<file path="src/rtl/sync_fifo_if.sv">
`default_nettype none
// ============================================================================
// Module   : sync_fifo_if
// Brief    : Enqueue/dequeue handshake and status bundle for sync_fifo.
// Revision : 1.0 - initial release
// ============================================================================
interface sync_fifo_if #(
    parameter int WIDTH = 32,
    parameter int DEPTH = 32
);
    logic                     enq_en;
    logic [WIDTH-1:0]         enq_data;
    logic                     deq_en;
    logic [WIDTH-1:0]         deq_data;
    logic                     empty;
    logic                     almost_empty;
    logic                     almost_full;
    logic                     full;
    logic [$clog2(DEPTH):0]   count;
    logic                     overflow;
    logic                     underflow;

    modport master (
        output enq_en, enq_data, deq_en,
        input  deq_data, empty, almost_empty, almost_full, full, count,
               overflow, underflow
    );

    modport slave (
        input  enq_en, enq_data, deq_en,
        output deq_data, empty, almost_empty, almost_full, full, count,
               overflow, underflow
    );
endinterface
`default_nettype wire

</file>
<file path="src/rtl/sync_fifo.sv">
`default_nettype none
// ============================================================================
// Module   : sync_fifo
// Brief    : Single-clock first-word-fall-through FIFO with watermark flags.
//            Define SYNC_FIFO_ERR_EN to build sticky overflow/underflow flags.
// Revision : 1.0 - initial release
// ============================================================================
module sync_fifo #(
    parameter int WIDTH        = 32,
    parameter int DEPTH        = 32,
    parameter int ALMOST_FULL  = 3,
    parameter int ALMOST_EMPTY = 1
) (
    input  logic        clk,
    input  logic        rst,
    sync_fifo_if.slave  bus
);
    localparam int                 c_PTR_W    = $clog2(DEPTH);
    localparam int                 c_CNT_W    = c_PTR_W + 1;
    localparam logic [c_CNT_W-1:0] c_FULL_CNT = c_CNT_W'(DEPTH);
    localparam logic [c_CNT_W-1:0] c_AF_LEVEL = c_CNT_W'(DEPTH - ALMOST_FULL);
    localparam logic [c_CNT_W-1:0] c_AE_LEVEL = c_CNT_W'(ALMOST_EMPTY);
    localparam logic [c_CNT_W-1:0] c_CNT_ONE  = c_CNT_W'(1);
    localparam logic [c_PTR_W-1:0] c_PTR_ONE  = c_PTR_W'(1);

    logic [WIDTH-1:0]   r_mem [DEPTH];
    logic [c_PTR_W-1:0] r_wr_ptr;
    logic [c_PTR_W-1:0] r_rd_ptr;
    logic [c_CNT_W-1:0] r_count;
    logic [WIDTH-1:0]   r_head;

    logic w_empty;
    logic w_full;
    logic w_enq_ok;
    logic w_deq_ok;

    assign w_empty  = (r_count == '0);
    assign w_full   = (r_count == c_FULL_CNT);
    assign w_enq_ok = bus.enq_en & ~w_full;
    assign w_deq_ok = bus.deq_en & ~w_empty;

    // Storage is not cleared on reset; the pointers alone define what is valid.
    always_ff @(posedge clk) begin
        if (!rst && w_enq_ok) begin
            r_mem[r_wr_ptr] <= bus.enq_data;
        end
    end

    always_ff @(posedge clk) begin
        if (rst) begin
            r_wr_ptr <= '0;
            r_rd_ptr <= '0;
            r_count  <= '0;
            r_head   <= '0;
        end else begin
            if (w_enq_ok) begin
                r_wr_ptr <= r_wr_ptr + c_PTR_ONE;
            end
            if (w_deq_ok) begin
                r_rd_ptr <= r_rd_ptr + c_PTR_ONE;
            end
            case ({w_enq_ok, w_deq_ok})
                2'b10:   r_count <= r_count + c_CNT_ONE;
                2'b01:   r_count <= r_count - c_CNT_ONE;
                default: r_count <= r_count;
            endcase
            // r_head shadows r_mem[r_rd_ptr]; bypass the write data when the
            // incoming word becomes the head in the same cycle.
            if (w_deq_ok) begin
                if (r_count > c_CNT_ONE) begin
                    r_head <= r_mem[r_rd_ptr + c_PTR_ONE];
                end else if (w_enq_ok) begin
                    r_head <= bus.enq_data;
                end
            end else if (w_enq_ok && w_empty) begin
                r_head <= bus.enq_data;
            end
        end
    end

    assign bus.deq_data     = r_head;
    assign bus.count        = r_count;
    assign bus.empty        = w_empty;
    assign bus.full         = w_full;
    assign bus.almost_full  = (r_count >= c_AF_LEVEL);
    assign bus.almost_empty = (r_count <= c_AE_LEVEL);

`ifdef SYNC_FIFO_ERR_EN
    logic r_overflow;
    logic r_underflow;

    always_ff @(posedge clk) begin
        if (rst) begin
            r_overflow  <= 1'b0;
            r_underflow <= 1'b0;
        end else begin
            if (bus.enq_en && w_full) begin
                r_overflow <= 1'b1;
            end
            if (bus.deq_en && w_empty) begin
                r_underflow <= 1'b1;
            end
        end
    end

    assign bus.overflow  = r_overflow;
    assign bus.underflow = r_underflow;
`else
    assign bus.overflow  = 1'b0;
    assign bus.underflow = 1'b0;
`endif

endmodule
`default_nettype wire

</file>
<file path="src/flat_wrapper.sv">
// flat-port wrapper written by rule: the top's interface ports become plain ports
module sync_fifo_flat 
#(
    parameter int WIDTH        = 32,
    parameter int DEPTH        = 32,
    parameter int ALMOST_FULL  = 3,
    parameter int ALMOST_EMPTY = 1
)
  (clk, rst, bus_enq_en, bus_enq_data, bus_deq_en, bus_deq_data, bus_empty, bus_almost_empty, bus_almost_full, bus_full, bus_count, bus_overflow, bus_underflow);
  sync_fifo_if #(.WIDTH(WIDTH), .DEPTH(DEPTH)) bus_i ();
  input  logic clk;
  input  logic rst;
  input wire logic [$bits(bus_i.enq_en)-1:0] bus_enq_en;
  input wire logic [$bits(bus_i.enq_data)-1:0] bus_enq_data;
  input wire logic [$bits(bus_i.deq_en)-1:0] bus_deq_en;
  output wire logic [$bits(bus_i.deq_data)-1:0] bus_deq_data;
  output wire logic [$bits(bus_i.empty)-1:0] bus_empty;
  output wire logic [$bits(bus_i.almost_empty)-1:0] bus_almost_empty;
  output wire logic [$bits(bus_i.almost_full)-1:0] bus_almost_full;
  output wire logic [$bits(bus_i.full)-1:0] bus_full;
  output wire logic [$bits(bus_i.count)-1:0] bus_count;
  output wire logic [$bits(bus_i.overflow)-1:0] bus_overflow;
  output wire logic [$bits(bus_i.underflow)-1:0] bus_underflow;
  assign bus_i.enq_en = bus_enq_en;
  assign bus_i.enq_data = bus_enq_data;
  assign bus_i.deq_en = bus_deq_en;
  assign bus_deq_data = bus_i.deq_data;
  assign bus_empty = bus_i.empty;
  assign bus_almost_empty = bus_i.almost_empty;
  assign bus_almost_full = bus_i.almost_full;
  assign bus_full = bus_i.full;
  assign bus_count = bus_i.count;
  assign bus_overflow = bus_i.overflow;
  assign bus_underflow = bus_i.underflow;
  sync_fifo #(.WIDTH(WIDTH), .DEPTH(DEPTH), .ALMOST_FULL(ALMOST_FULL), .ALMOST_EMPTY(ALMOST_EMPTY)) u_core (.clk(clk), .rst(rst), .bus(bus_i));
endmodule
</file>
<file path="config.mk">
export PLATFORM = sky130hd
export DESIGN_NAME = sync_fifo_flat
export DESIGN_NICKNAME = d
export VERILOG_FILES = /design/src/rtl/sync_fifo_if.sv /design/src/rtl/sync_fifo.sv /design/src/flat_wrapper.sv
export SDC_FILE = /design/constraint.sdc
export NUM_CORES = 1
export LEC_CHECK = 0
export ABC_AREA = 1
export BUFFER_PORTS_ARGS = -buffer_cell sky130_fd_sc_hd__buf_2
export CELL_PAD_IN_SITES_DETAIL_PLACEMENT = 0
export CELL_PAD_IN_SITES_GLOBAL_PLACEMENT = 1
export CORE_MARGIN = 5
export CORE_UTILIZATION = 51
export DETAILED_ROUTE_END_ITERATION = 8
export PLACE_DENSITY_LB_ADDON = 0.1
export SLEW_MARGIN = 10
export SYNTH_ARGS = -nofsm -noshare
export SYNTH_HDL_FRONTEND = slang
export SYNTH_SLANG_ARGS = --single-unit
</file>
<file path="constraint.sdc">
create_clock -name clk -period 3.6 [get_ports clk]
set_input_delay 0.54 -clock clk [delete_from_list [all_inputs] [get_ports clk]]
set_output_delay 0.54 -clock clk [all_outputs]
set_load 0.03 [all_outputs]
</file>
==> out/summary.txt, run 1 <==
Leak -> 18.3 nW
Critical-path cell list -> inv_1 -> ha_1 -> inv_1 -> nor2_1 -> nand3_1 -> nand2_2 -> nor2_1 -> nand2_1 -> nor2_4 -> buf_4
Hold Fails Final Rpt -> 0
Clock buffers created by TritonCTS -> 109
Max-cap viol count -> 0
Worst Skew -> 25.4 ps
Vias in the first global route -> 28400
FF-to-FF setup slack -> 650 ps
Setup TNS Final -> 0 ps
Worst slew margin -> 23.7%
Clock-pin slew on the worst setup and hold paths -> 60 ps
Flop pwr share -> 37.3%
FILL cells -> 7105
RSZ-0062 raised after global routing -> no
Count of hold-fix buffers inserted at cts -> 0
Flops & latches, synth -> 1072
Initial DRC count -> 2935
WP data required -> 3910 ps
GPL Wtd Cong -> 0.837
Worst VDD drop -> 0.842 mV
CP Class -> register to register
# nets final -> 4002
Synth warn -> 0
Largest net degree at the start of global routing -> 193
Clock share of power -> 28.3%
PostCTS Resize Cnt -> 0
Max clock buf depth -> 3
Critical Path AT -> 3260 ps
Largest cells by area after synthesis -> edfxtp_1 (70%), nand2_1 (13%), nand3_1 (8.5%)
M1 WL -> 53.4 mm
Final WL -> 121 mm
FF-to-FF Start -> u_core.bus.count[0]$_SDFFE_PP0P_
First-pass GRT wire length -> 181 mm
First-pass DRT Iterations -> 5
Register area share after synthesis -> 72.5%
# IOs -> 80
Core area -> 85100 µm²
Worst Hold Launch -> rst
CP max FO -> 22
Clock sink count -> 1072
Hold Path Sink -> u_core.r_wr_ptr[4]$_SDFFE_PP0P_
Crit path buf inv count -> 3
Multi-input gate area -> 11000 µm²
R2R depth -> 10
Insertion delay to the later sink of the worst-skew pair -> 680 ps
Post-DP Area -> 46000 µm²
Fmax -> 339 MHz
Mapped Area -> 43800 µm²
Routed WL per cell -> 23.3 µm
Tightest Pin Transition -> 1140 ps
Tmin final -> 2950 ps
Post-synthesis area per instance -> 11.2 µm²
Max-slew violation count -> 0
Most frequent cells in the layout -> nand2_1 (1553), edfxtp_1 (1024), nand3_1 (747), clkbuf_16 (110), buf_4 (78)
Initial Util -> 51.4%
DRC violations left -> 0
Total congestion overflow -> 0
P&R area growth vs syn -> 12.9%
Die H -> 303 µm
Gate power share -> 34.4%
Period Utilization, post-route -> 81.9%
Commonest non-fill, non-tap cell in the layout -> nand2_1
Root Driver -> clkbuf_16
Net switching fraction of the power -> 37.8%
CTS H-tree lvls -> 3
Setup Fix Bufs, Post-CTS -> 0
Initial antenna violation count -> 2
Row Count -> 107
Die X-Extent -> 303 µm
P_int -> 23.6 mW
Slowest stage delay, CP -> 500 ps
Via count -> 29200
Slowest stage cell on the critical path -> nand2_1
Tightest Hold Check Type -> input port to register
Worst r2r dst -> u_core.r_mem[5][22]$_DFFE_PP_
Final Cell Area -> 49400 µm²
Reg area -> 31700 µm²
Startpoint Class -> register
Die Area -> 91800 µm²
GR Util All Layers -> 26.3%
Synth top area share -> 70.3%
Psw -> 14.4 mW
Power per cell area -> 769 nW/µm²
Share of post-route cells with drive strength above 1 -> 9.53%
# port buffers -> 77
Post-synth top area cell -> edfxtp_1
Final Setup Violations -> 0
Post-detail-place hpwl -> 68.7 mm
Met2 WL post-DR -> 55.1 mm
Routed Antenna Nets -> 0
CTS tree -> yes
Hold depth -> 2
Crit-path leading delay family -> simple AND/OR/NAND/NOR gates
Critical Path Sink Type -> register
Met3 routed WL -> 9.90 mm
DR top layer -> met4
Cells after Synth -> 3895
Synth cell types -> 26
Outcome -> completed
Avg Vias per Cell -> 5.63
[power groups by stage]
stage / Combinational [mW] / Clock, mW / Sequential, mW
after global routing: 14.4 / 11.5 / 14.2
after detailed placement: 13.0 / 0 / 14.4
after CTS: 13.1 / 10.9 / 14.2
final: 13.1 / 10.7 / 14.2
after floorplan: 8.04 / 0 / 14.7
after global placement: 13.0 / 0 / 14.4
[cell usage after synthesis (all sizes together)]
master / count
nand2: 1554
edfxtp: 1024
nand3: 748
buf: 185
nor2: 106
inv: 60
clkbuf: 50
o21ai: 49
dfxtp: 48
a21oi: 47
ha: 9
xor2: 4
o211ai: 3
clkinv: 2
nor3: 2
a2bb2oi: 1
conb: 1
o31ai: 1
xnor2: 1
[cells by family after synthesis]
| family | count (synthesis) | share of synthesized area, % |
|---|---|---|
| other | 1 | 0.00857 |
| DFF | 1072 | 72.5 |
| xor gates and xnor gates | 5 | 0.134 |
| buffers and inverters | 297 | 3.09 |
| AOI/OAI and AO/OA | 101 | 1.20 |
| and+or+nand+nor | 2410 | 22.8 |
| adders and majority gates | 9 | 0.257 |
[routing by layer]
metal  global-route usage, %  vias up
met3                    4.71      168
met5                       0        -
met4                    7.06        0
met2                    40.9     1151
met1                    38.8    14400
li1                        -    13600
[layout make-up]
| type | instances | share of cell area (%) |
|---|---|---|
| inverters | 62 | 0.507 |
| multi-input cells | 2527 | 22.3 |
| repair buffers | 185 | 3.18 |
| well taps | 1144 | 2.90 |
| diodes | 1 | 0.00507 |
| clock inverters | 60 | 0.963 |
| flip-flops and latches | 1072 | 64.2 |
| clock buffers | 146 | 5.93 |
[through the flow]
stage / cells / setup slack (ps) / util, % / total power [mW] / hold slack [ps]
finish: 5197 / 651 / 58.0 / 38.0 / 170
global route: 5196 / 499 / 58.0 / 40.1 / 150
CTS: 5196 / 697 / 58.0 / 38.2 / 130
detailed placement: 4990 / 703 / 54.0 / 27.4 / 522
global placement: 4990 / 732 / 54.0 / 27.4 / 503
floorplan: 3896 / 212 / - / 22.8 / 503
[worst max path at each step]
stage / startpoint / endpoint / depth (start not counted)
floorplan: u_core.bus.count[0]$_SDFFE_PP0P_ / u_core.r_mem[0][0]$_DFFE_PP_ / 9
detailed placement: u_core.bus.count[0]$_SDFFE_PP0P_ / u_core.r_mem[5][23]$_DFFE_PP_ / 10
global placement: u_core.bus.count[0]$_SDFFE_PP0P_ / u_core.r_mem[5][20]$_DFFE_PP_ / 10
finish: u_core.bus.count[0]$_SDFFE_PP0P_ / u_core.r_mem[5][22]$_DFFE_PP_ / 10
global route: u_core.bus.count[0]$_SDFFE_PP0P_ / u_core.r_mem[5][22]$_DFFE_PP_ / 10
CTS: u_core.bus.count[0]$_SDFFE_PP0P_ / u_core.r_mem[5][26]$_DFFE_PP_ / 10
[flip-flops by register name (all words and copies together), names as in the netlist]
name,cells
u_core.r_mem,1024
u_core.bus.deq_data,32
u_core.bus.count,6
u_core.r_rd_ptr,5
u_core.r_wr_ptr,5
No activity file was read; power rests on OpenSTA's default activity.
==> run 2, diff against run 1 <==
==> constraint.sdc (replaced) <==
create_clock -name clk -period 2.8 [get_ports clk]
set_input_delay 0.42 -clock clk [delete_from_list [all_inputs] [get_ports clk]]
set_output_delay 0.42 -clock clk [all_outputs]
set_load 0.03 [all_outputs]
==> run 2 against run 1 <==
  * Cell count rose by 0.48%
  * Worst setup slack lost 450 ps
  * Count of clock-buffer cells in the layout shrank 4
  * Die area stayed put
  * Maximum frequency grew 14%
  * Combinational power up 34%
  * Core utilization increased by 0.92 points
  * Sequential share of layout area decreased by 1.0 points
  * Flip-flop and latch count stayed put
  * Critical path type unchanged
==> out/summary.txt, run 2 (same netlist as run 1, synthesis figures left out) <==
Outcome -> completed (unchanged)
Hold depth -> 2 (unchanged)
Routed WL per cell -> 23.4 µm (was 23.3 µm)
Max clock buf depth -> 3 (unchanged)
CP Class -> register to register (unchanged)
Clock sink count -> 1072 (unchanged)
Post-detail-place hpwl -> 70.9 mm (was 68.7 mm)
# port buffers -> 77 (unchanged)
DRC violations left -> 0 (unchanged)
Critical Path Start -> u_core.bus.count[0]$_SDFFE_PP0P_ (unchanged)
First-pass DRT Iterations -> 8 (was 5)
Avg Vias per Cell -> 5.65 (was 5.63)
Hold Fails Final Rpt -> 0 (unchanged)
CTS tree -> yes (unchanged)
Row Count -> 107 (unchanged)
Power per cell area -> 1010 nW/µm² (was 769 nW/µm²)
Total congestion overflow -> 0 (unchanged)
Total Power -> 50.5 mW (was 38.0 mW)
Critical Path AT -> 2950 ps (was 3260 ps)
Largest net degree at the start of global routing -> 192 (was 193)
Final Cell Area -> 50200 µm² (was 49400 µm²)
Worst VDD drop -> 0.896 mV (was 0.842 mV)
Tightest Pin Transition -> 1060 ps (was 1140 ps)
Worst Skew -> 33.3 ps (was 25.4 ps)
First-pass GRT wire length -> 181 mm (about the same)
DR top layer -> met4 (unchanged)
Setup Fix Bufs, Post-CTS -> 0 (unchanged)
Count of hold-fix buffers inserted at cts -> 0 (unchanged)
Antenna cell count -> 0 (was 1)
CTS H-tree lvls -> 3 (unchanged)
Vias in the first global route -> 28300 (was 28400)
Via count -> 29500 (was 29200)
R2R depth -> 11 (was 10)
Die H -> 303 µm (unchanged)
Period Utilization, post-route -> 92.8% (was 81.9%)
Commonest non-fill, non-tap cell in the layout -> nand2_1 (unchanged)
Critical Path Sink Type -> register (unchanged)
Max-slew violation count -> 0 (unchanged)
Insertion delay to the later sink of the worst-skew pair -> 670 ps (was 680 ps)
M1 WL -> 52.0 mm (was 53.4 mm)
Post-DP Area -> 46500 µm² (was 46000 µm²)
Most frequent cells in the layout -> nand2_1 (1553), edfxtp_1 (1024), nand3_1 (747), clkbuf_16 (110), buf_4 (80) (was nand2_1 (1553), edfxtp_1 (1024), nand3_1 (747), clkbuf_16 (110), buf_4 (78))
Met2 WL post-DR -> 56.2 mm (was 55.1 mm)
Fmax -> 385 MHz (was 339 MHz)
WP data required -> 3150 ps (was 3910 ps)
FF-to-FF Start -> u_core.bus.count[0]$_SDFFE_PP0P_ (unchanged)
Most flop-heavy register -> u_core.r_mem (unchanged)
Share of post-route cells with drive strength above 1 -> 10.3% (was 9.53%)
Initial antenna violation count -> 3 (was 2)
Clock-pin slew on the worst setup and hold paths -> 60 ps (about the same)
Worst slew margin -> 29.2% (was 23.7%)
Initial Util -> 51.4% (unchanged)
PostCTS Resize Cnt -> 0 (unchanged)
GR Util All Layers -> 26.5% (was 26.3%)
RSZ-0062 raised after global routing -> no (unchanged)
Tightest Hold Check Type -> input port to register (unchanged)
GPL Wtd Cong -> 0.879 (was 0.837)
Die Area -> 91800 µm² (unchanged)
P&R area growth vs syn -> 14.7% (was 12.9%)
Max reg flops -> 1024 (unchanged)
Die X-Extent -> 303 µm (unchanged)
Initial DRC count -> 2866 (was 2935)
Routed Antenna Nets -> 0 (unchanged)
Final WL -> 122 mm (was 121 mm)
Tmin final -> 2600 ps (was 2950 ps)
Max-cap viol count -> 0 (unchanged)
# nets final -> 4032 (was 4002)
CP max FO -> 26 (was 22)
Root Driver -> clkbuf_16 (unchanged)
Clock buffers created by TritonCTS -> 110 (was 109)
Startpoint Class -> register (unchanged)
# IOs -> 80 (unchanged)
Leak -> 18.7 nW (was 18.3 nW)
Worst Hold Launch -> rst (unchanged)
Core area -> 85100 µm² (unchanged)
Final Setup Violations -> 0 (unchanged)
Met3 routed WL -> 10.5 mm (was 9.90 mm)
## run 2: changes by cell type in the layout (fill, tap and decap cells not counted), sizes merged
cell / delta
bufinv: +9
clkinv: -14
diode: -1
inv: +4
buf: +29
clkinvlp: +2
clkbuf: -4
## run 2: final timing paths
kind / endpoint / slack [ps]
setup / recovery: u_core.r_mem[28][9]$_DFFE_PP_ / 200
hold / removal: u_core.r_wr_ptr[4]$_SDFFE_PP0P_ / 90
setup reg to reg: u_core.r_mem[28][9]$_DFFE_PP_ / 200
hold reg to reg: u_core.bus.count[5]$_SDFFE_PP0P_ / 530
## run 2: power by group
group	switching, mW	internal, mW
registers	0.318	17.9
clock network	6.01	8.67
logic	12.5	5.12
total	18.8	31.7
## run 2: layout make-up
class                           count  area (µm²)
Timing Repair Buffer              214        2130
Fill cell                        6938       35000
Multi-Input combinational cell   2527       11000
Sequential cell                  1072       31700
Clock buffer                      142        2930
Tap cell                         1144        1430
Clock inverter                     61         702
Inverter                           62         250
## run 2: layer usage
layer  vias to the layer above  track usage, %
met2                      1151            41.2
met4                         0            8.12
li1                      13600               -
met5                         -               0
met1                     14500            38.1
met3                       192            5.77
## run 2: critical path, cell delays in order (launching register included)
cell     delay [ps]
dfxtp_1         430
inv_1           100
ha_1            250
inv_1            90
nor2_1           70
nand3_1         110
nand2_2         160
nor2_1          240
nand2_1          80
buf_4           220
nor2_4          250
buf_12          260
## run 2: through the flow
stage          setup TNS (ps)  hold WS (ps)  util [%]  instances  worst slack (ps)
2_1_floorplan         -168940           499         -       3896              -165
3_3_place_gp                0           494      54.7       5019               235
3_5_place_dp                0           503      54.7       5019               246
4_1_cts                     0          47.4      58.9       5222               250
5_1_grt                     0          82.9      58.9       5222              36.0
6_report                    0          91.3      58.9       5222               203
